--- config.mk ---
export PLATFORM = sky130hd
export DESIGN_NAME = fwd_operand_select_flat
export DESIGN_NICKNAME = d
export VERILOG_FILES = /design/src/rtl/fwd_pkg.sv /design/src/rtl/fwd_operand_select_if.sv /design/src/rtl/mux_n_to_1.sv /design/src/rtl/fwd_operand_select.sv /design/src/flat_wrapper.sv
export SDC_FILE = /design/constraint.sdc
export NUM_CORES = 1
export LEC_CHECK = 0
export ABC_CLOCK_PERIOD_IN_PS = 2550
export CAP_MARGIN = 15
export CORE_AREA = 3 3 102 104
export CTS_CLUSTER_DIAMETER = 30
export DETAILED_ROUTE_END_ITERATION = 12
export DIE_AREA = 0 0 105 107
export GPL_ROUTABILITY_DRIVEN = 0
export PLACE_DENSITY_LB_ADDON = 0.2
export SLEW_MARGIN = 25
export SYNTH_ARGS = -nofsm -noshare
export SYNTH_HDL_FRONTEND = slang
export SYNTH_SLANG_ARGS = --single-unit
--- constraint.sdc ---
create_clock -name clk -period 2.55 [get_ports clk]
set_clock_uncertainty 0.15 [all_clocks]
set_input_delay 0.6375 -clock clk [delete_from_list [all_inputs] [get_ports clk]]
set_output_delay 0.6375 -clock clk [all_outputs]
set_load 0.01 [all_outputs]
--- src/rtl/fwd_pkg.sv ---
// Shared forwarding definitions: select encodings, default sizing and the select field type.
package fwd_pkg;

  localparam int unsigned FWD_DATA_W = 32;
  localparam int unsigned FWD_NUM_IN = 4;
  localparam int unsigned FWD_SEL_W  = $clog2(FWD_NUM_IN);

  typedef logic [FWD_SEL_W-1:0] fwd_sel_t;

  typedef enum logic [FWD_SEL_W-1:0] {
    FWD_SEL_REGFILE = 2'd0,
    FWD_SEL_EX_MEM  = 2'd1,
    FWD_SEL_MEM_WB  = 2'd2,
    FWD_SEL_IMM     = 2'd3
  } fwd_sel_e;

  // A select field is only unable to reach an illegal code when NUM_IN is a power of two.
  function automatic logic sel_can_overflow(input int unsigned num_in);
    return (num_in & (num_in - 1)) != 0;
  endfunction

endpackage

--- src/rtl/fwd_operand_select_if.sv ---
// Operand-select bus: candidates, selects and hazard controls in, registered operands out.
interface fwd_operand_select_if #(
  parameter int unsigned DATA_W     = 32,
  parameter int unsigned NUM_IN     = 4,
  parameter int unsigned NUM_CH     = 2,
  parameter int unsigned HOLD_CNT_W = 8
);
  localparam int unsigned SEL_W = $clog2(NUM_IN);

  logic                     in_valid;
  logic                     stall;
  logic                     flush;
  logic                     err_clr;
  logic [NUM_IN*DATA_W-1:0] data_in;
  logic [NUM_CH*SEL_W-1:0]  sel;
  logic [NUM_CH*DATA_W-1:0] out_data;
  logic                     out_valid;
  logic                     sel_err;
  logic [HOLD_CNT_W-1:0]    hold_cnt;

  modport master (
    output in_valid, stall, flush, err_clr, data_in, sel,
    input  out_data, out_valid, sel_err, hold_cnt
  );

  modport slave (
    input  in_valid, stall, flush, err_clr, data_in, sel,
    output out_data, out_valid, sel_err, hold_cnt
  );
endinterface

--- src/rtl/mux_n_to_1.sv ---
// Combinational N:1 selector; out-of-range selects yield DEFAULT_VAL and raise range_err_c.
module mux_n_to_1
  import fwd_pkg::*;
#(
  parameter int unsigned          DATA_W      = FWD_DATA_W,
  parameter int unsigned          NUM_IN      = FWD_NUM_IN,
  parameter logic [DATA_W-1:0]    DEFAULT_VAL = '0,
  localparam int unsigned         SEL_W       = $clog2(NUM_IN)
) (
  input  logic [NUM_IN*DATA_W-1:0] data_in,
  input  logic [SEL_W-1:0]         sel,
  output logic [DATA_W-1:0]        data_out_c,
  output logic                     range_err_c
);

  always_comb begin
    data_out_c  = DEFAULT_VAL;
    range_err_c = 1'b1;
    for (int unsigned k = 0; k < NUM_IN; k++) begin
      if (sel == SEL_W'(k)) begin
        data_out_c  = data_in[k*DATA_W +: DATA_W];
        range_err_c = 1'b0;
      end
    end
  end

endmodule

--- src/rtl/fwd_operand_select.sv ---
// ID/EX operand selector: per-channel N:1 muxes feeding a registered stage with
// flush/stall handling, sticky select-range error and a saturating stall counter.
module fwd_operand_select
  import fwd_pkg::*;
#(
  parameter int unsigned DATA_W      = FWD_DATA_W,
  parameter int unsigned NUM_IN      = FWD_NUM_IN,
  parameter int unsigned NUM_CH      = 2,
  parameter logic [31:0] DEFAULT_VAL = 32'h0000_0000,
  parameter int unsigned HOLD_CNT_W  = 8
) (
  input  logic                 clk,
  input  logic                 reset,
  fwd_operand_select_if.slave  bus
);

  localparam int unsigned           SEL_W      = $clog2(NUM_IN);
  localparam logic [DATA_W-1:0]     DEFAULT_RS = DATA_W'(DEFAULT_VAL);
  localparam logic [HOLD_CNT_W-1:0] HOLD_MAX   = '1;

  logic [NUM_CH*DATA_W-1:0] mux_data_c;
  logic [NUM_CH-1:0]        mux_err_c;

  for (genvar c = 0; c < NUM_CH; c++) begin : g_ch
    mux_n_to_1 #(
      .DATA_W      (DATA_W),
      .NUM_IN      (NUM_IN),
      .DEFAULT_VAL (DEFAULT_RS)
    ) u_mux (
      .data_in     (bus.data_in),
      .sel         (bus.sel[c*SEL_W +: SEL_W]),
      .data_out_c  (mux_data_c[c*DATA_W +: DATA_W]),
      .range_err_c (mux_err_c[c])
    );
  end

  logic [NUM_CH*DATA_W-1:0] out_data_q,  out_data_d;
  logic                     out_valid_q, out_valid_d;
  logic                     sel_err_q,   sel_err_d;
  logic [HOLD_CNT_W-1:0]    hold_cnt_q,  hold_cnt_d;

  // Edge priority: flush > stall > accept > bubble; a fresh error beats err_clr.
  always_comb begin
    out_data_d  = out_data_q;
    out_valid_d = out_valid_q;
    hold_cnt_d  = hold_cnt_q;
    sel_err_d   = sel_err_q & ~bus.err_clr;

    if (bus.flush) begin
      out_data_d  = '0;
      out_valid_d = 1'b0;
      hold_cnt_d  = '0;
    end else if (bus.stall) begin
      if (out_valid_q && (hold_cnt_q != HOLD_MAX)) begin
        hold_cnt_d = hold_cnt_q + HOLD_CNT_W'(1);
      end
    end else if (bus.in_valid) begin
      out_data_d  = mux_data_c;
      out_valid_d = 1'b1;
      hold_cnt_d  = '0;
      if (|mux_err_c) begin
        sel_err_d = 1'b1;
      end
    end else begin
      out_data_d  = '0;
      out_valid_d = 1'b0;
      hold_cnt_d  = '0;
    end
  end

  always_ff @(posedge clk) begin
    if (reset) begin
      out_data_q  <= '0;
      out_valid_q <= 1'b0;
      sel_err_q   <= 1'b0;
      hold_cnt_q  <= '0;
    end else begin
      out_data_q  <= out_data_d;
      out_valid_q <= out_valid_d;
      sel_err_q   <= sel_err_d;
      hold_cnt_q  <= hold_cnt_d;
    end
  end

  assign bus.out_data  = out_data_q;
  assign bus.out_valid = out_valid_q;
  assign bus.sel_err   = sel_err_q;
  assign bus.hold_cnt  = hold_cnt_q;

endmodule

--- src/flat_wrapper.sv ---
// flat-port wrapper written by rule: the top's interface ports become plain ports
module fwd_operand_select_flat import fwd_pkg::*;
#(
  parameter int unsigned DATA_W      = FWD_DATA_W,
  parameter int unsigned NUM_IN      = FWD_NUM_IN,
  parameter int unsigned NUM_CH      = 2,
  parameter logic [31:0] DEFAULT_VAL = 32'h0000_0000,
  parameter int unsigned HOLD_CNT_W  = 8
)
  (clk, reset, bus_in_valid, bus_stall, bus_flush, bus_err_clr, bus_data_in, bus_sel, bus_out_data, bus_out_valid, bus_sel_err, bus_hold_cnt);
  fwd_operand_select_if #(.DATA_W(DATA_W), .NUM_IN(NUM_IN), .NUM_CH(NUM_CH), .HOLD_CNT_W(HOLD_CNT_W)) bus_i ();
  input  logic clk;
  input  logic reset;
  input wire logic [$bits(bus_i.in_valid)-1:0] bus_in_valid;
  input wire logic [$bits(bus_i.stall)-1:0] bus_stall;
  input wire logic [$bits(bus_i.flush)-1:0] bus_flush;
  input wire logic [$bits(bus_i.err_clr)-1:0] bus_err_clr;
  input wire logic [$bits(bus_i.data_in)-1:0] bus_data_in;
  input wire logic [$bits(bus_i.sel)-1:0] bus_sel;
  output wire logic [$bits(bus_i.out_data)-1:0] bus_out_data;
  output wire logic [$bits(bus_i.out_valid)-1:0] bus_out_valid;
  output wire logic [$bits(bus_i.sel_err)-1:0] bus_sel_err;
  output wire logic [$bits(bus_i.hold_cnt)-1:0] bus_hold_cnt;
  assign bus_i.in_valid = bus_in_valid;
  assign bus_i.stall = bus_stall;
  assign bus_i.flush = bus_flush;
  assign bus_i.err_clr = bus_err_clr;
  assign bus_i.data_in = bus_data_in;
  assign bus_i.sel = bus_sel;
  assign bus_out_data = bus_i.out_data;
  assign bus_out_valid = bus_i.out_valid;
  assign bus_sel_err = bus_i.sel_err;
  assign bus_hold_cnt = bus_i.hold_cnt;
  fwd_operand_select #(.DATA_W(DATA_W), .NUM_IN(NUM_IN), .NUM_CH(NUM_CH), .DEFAULT_VAL(DEFAULT_VAL), .HOLD_CNT_W(HOLD_CNT_W)) u_core (.clk(clk), .reset(reset), .bus(bus_i));
endmodule
==> impl_summary.log <==
INFO  metric drt_wl_total = 12040 µm
INFO  metric route.detailed.wl_per_inst = slightly below 20 µm
INFO  metric cp.required = 1760 ps
INFO  metric area_delta_synth_final = 57.63%
INFO  metric timing.hold.worst.class = flop to flop
INFO  metric first_pass_iters = 4
INFO  metric antenna_found_initial = 0
INFO  metric min_period_over_period = 88.67%
INFO  metric cell_area_after_synthesis = 4049 µm²
INFO  metric cp_data_arrival_time = 1470 ps
INFO  metric p_total = about 2.6 mW
INFO  metric seq_area_frac_synth = a little over a third
INFO  metric avgViaCountPerCell = 5.663
INFO  metric worst_vdd_ir = 204.9 µV
INFO  metric crit_chain = clkdlybuf4s50_1
INFO  metric crit_buf_inv = 1
INFO  metric r2r.worst_path.cells = 3
INFO  metric cts-resized-gates = 0
INFO  metric starting_density_of_the_core = 42.00%
INFO  metric sw_frac_of_total = 23.90%
INFO  metric synthesis.instances = around 280
INFO  metric ys_seq_elements = 74
INFO  metric placement.io_buffers = around 210
INFO  metric drive_gt1_share = 19.13%
INFO  metric holdBufCountCts = 0
INFO  metric n_antenna_cell = 0
INFO  metric ys_top_cells_by_area = sky130_fd_sc_hd__dfxtp_1 (37%), sky130_fd_sc_hd__mux4_2 (34%), sky130_fd_sc_hd__a22o_1 (14%)
INFO  metric worst_pin_slew = 403.3 ps
INFO  metric clock_tree_from_tritoncts = done
INFO  metric rsz0062_at_grt = false
INFO  metric yosys.area.top_type_share = 36.59%
INFO  metric drcViolationCount = 0
INFO  metric final-max-slew-violation-count = 0
INFO  metric portion_of_total_power_attributed_to_combinational_logic = between 20% and 30%
INFO  metric vias_in_the_first_global_route = ~3600
INFO  metric postSynth.asyncResetShare = 0%
INFO  metric timing.critical_path.slowest_stage_cell = sky130_fd_sc_hd__clkdlybuf4s50_1
INFO  metric worst_slew_margin_rel = 72.42%
INFO  metric pwr-share-clk = 31.1%
INFO  metric endpoint_kind = output pin
INFO  metric cellPowerDensity = a little over 400 nW/µm²
INFO  metric min_delay_path_depth = 1
INFO  metric finalNetCount = 616
INFO  metric die_height = between 100 and 150 µm
INFO  metric pwr-share-seq = a little under half
INFO  metric count_of_filler_cells_inserted_in_the_layout = 781
INFO  metric instances_no_fill = 614
INFO  metric total_setup_violations_reported_at_the_end_of_the_flow = 0
INFO  metric post-cts-setup-buffers = 0
INFO  metric status = complete, no violations
INFO  metric max_cap_violations = 0
INFO  metric synth.largest_area_cell = sky130_fd_sc_hd__dfxtp_1
INFO  metric numCtsBuffers = 9
INFO  metric clkTransAtPathRegs = 80 ps
INFO  metric synth_nets = 417
INFO  metric finalCriticalPeriod = 2261 ps
INFO  metric std_cell_core_area = 9639 µm²
INFO  metric critical_path_cell_count = 1
INFO  metric clk_sink_count = 74
INFO  metric hpwl = 8954 µm
INFO  metric ctsRootBufferMaster = sky130_fd_sc_hd__clkbuf_8
INFO  metric postSynthAreaPerCell = 14.56 µm²
INFO  metric grt_max_degree = 70
INFO  metric path_class = flop to output pin
INFO  metric synth_cell_type_count = 31
INFO  metric placedCellCount = 599
INFO  metric critical_path.max_stage_delay = between 600 and 700 ps
INFO  metric hold_viol_final = 0
INFO  metric critPathTopFamily = buffers and inverters
INFO  metric postPlaceCellArea = 6212 µm²
INFO  metric total_switching_power = 0.6268 mW
INFO  metric grt.overflow.total = 0
INFO  metric tns = 0 ps
INFO  metric grt_use_total = 21.39%
INFO  metric clk_latency = 350 ps
INFO  metric cts_max_path_buffers = 2
INFO  metric ios = 212
INFO  metric yosysWarnings = 0
INFO  metric finish.instance_area = 6382 µm²
INFO  metric fp-row-count = 36
INFO  metric internal_power = 1.996 mW
INFO  metric die_width = 105 µm
INFO  metric cts_max_level = 3
INFO  metric detailroute.via_count = ~3500
INFO  metric ant_nets = 0
INFO  metric timing.critical_path.from_type = flop
INFO  metric static-leakage-power = 2.274 nW
INFO  metric initialDrtViolationCount = 173
INFO  metric crit_fanout = 10
INFO  metric die-area = 11240 µm²
INFO  metric ys.flop_type = sky130_fd_sc_hd__dfxtp_1
INFO  metric grt_first_pass_wirelength = 18750 µm
INFO  metric achievable_freq = 442.3 MHz
INFO  metric setup.reg_to_reg.worst_slack = 990 ps
INFO  metric edff_count_synth = 0
-- power groups by stage --
stage / registers (mW) / clock network (mW) / logic, mW
floorplan: 1.23 / 0 / 0.291
global placement: 1.22 / 0 / 0.607
detailed placement: 1.22 / 0 / 0.619
CTS: 1.19 / 0.835 / 0.620
global route: 1.20 / 0.891 / 0.655
finish: 1.19 / 0.815 / 0.614
-- stage by stage --
| stage | worst slack (ps) | hold slack [ps] | utilization (%) |
|---|---|---|---|
| final | 289.0 | 328.7 | 66.21 |
| after global routing | 228.4 | 342.8 | 66.21 |
| after floorplan | 725.5 | 347.5 | - |
| after detailed placement | 286.6 | 312.5 | 64.45 |
| after global placement | 311.8 | 309.6 | 64.45 |
| after CTS | 291.0 | 333.4 | 66.21 |
-- Yosys cell counts (all sizes together), types with 2 or more instances --
cell    count
inv         2
nor3b       2
a41oi       2
nand3       2
a31oi       2
a22o       64
nor3        3
nand4       2
mux2i       2
clkbuf     11
a21oi       4
a211oi      4
mux4       64
buf        23
and4        3
dfxtp      74
nand2       5
-- cell usage in the layout, fill, tap and decap left out, drive strengths merged, types with 3 or more instances in the layout --
master and count:
clkdlybuf4s50 207, dfxtp 74, a22o 64, mux4 64, buf 15, clkbuf 12
nand2 5, a211oi 4, a21oi 4, and4 3, nor3 3, clkinv 3
-- state kept, by name, summed over array words and instances (netlist names) --
signal                cells
u_core.bus.out_data      64
u_core.bus.hold_cnt       8
u_core.bus.out_valid      1
u_core.bus.sel_err        1
-- layout make-up --
type / count / area, µm² / area share [%]
multi-input combinational: 168 / 2307 / 36.15
timing repair buffer: 222 / 2250 / 35.25
sequential: 74 / 1481 / 23.21
tap: 133 / 166.4 / 2.607
clock buffer: 12 / 155.1 / 2.431
clock inverter: 3 / 15.01 / 0.2352
inverter: 2 / 7.507 / 0.1176
-- per-layer routing --
layer	vias up	GRT usage (%)	part of all wire (%)
met5	-	0	0
met1	1742	24.63	38
met4	0	7.123	1.4
li1	1581	-	-
met3	14	7.766	8.5
met2	140	36.98	52
-- cells by family (layout without fill, tap and decap cells) --
logic type / Yosys count / in the layout / synth area share (%)
AOI/OAI and AO/OA: 78 / 78 / 16.22
adders and majority gates: 1 / 1 / 0.3090
buffers and inverters: 36 / 239 / 6.799
DFF: 74 / 74 / 36.59
muxes: 66 / 66 / 36.37
and+or+nand+nor: 23 / 23 / 3.708
-- path summary, 6_finish.rpt --
path | startpoint | to
min | u_core.bus.out_data[26] | u_core.bus.out_data[26]
min reg2reg | u_core.bus.out_data[26] | u_core.bus.out_data[26]
max | u_core.bus.hold_cnt[2] | bus_hold_cnt[2]
max reg2reg | u_core.bus.hold_cnt[0] | u_core.bus.hold_cnt[5]
(Power assumes the default switching activity.)
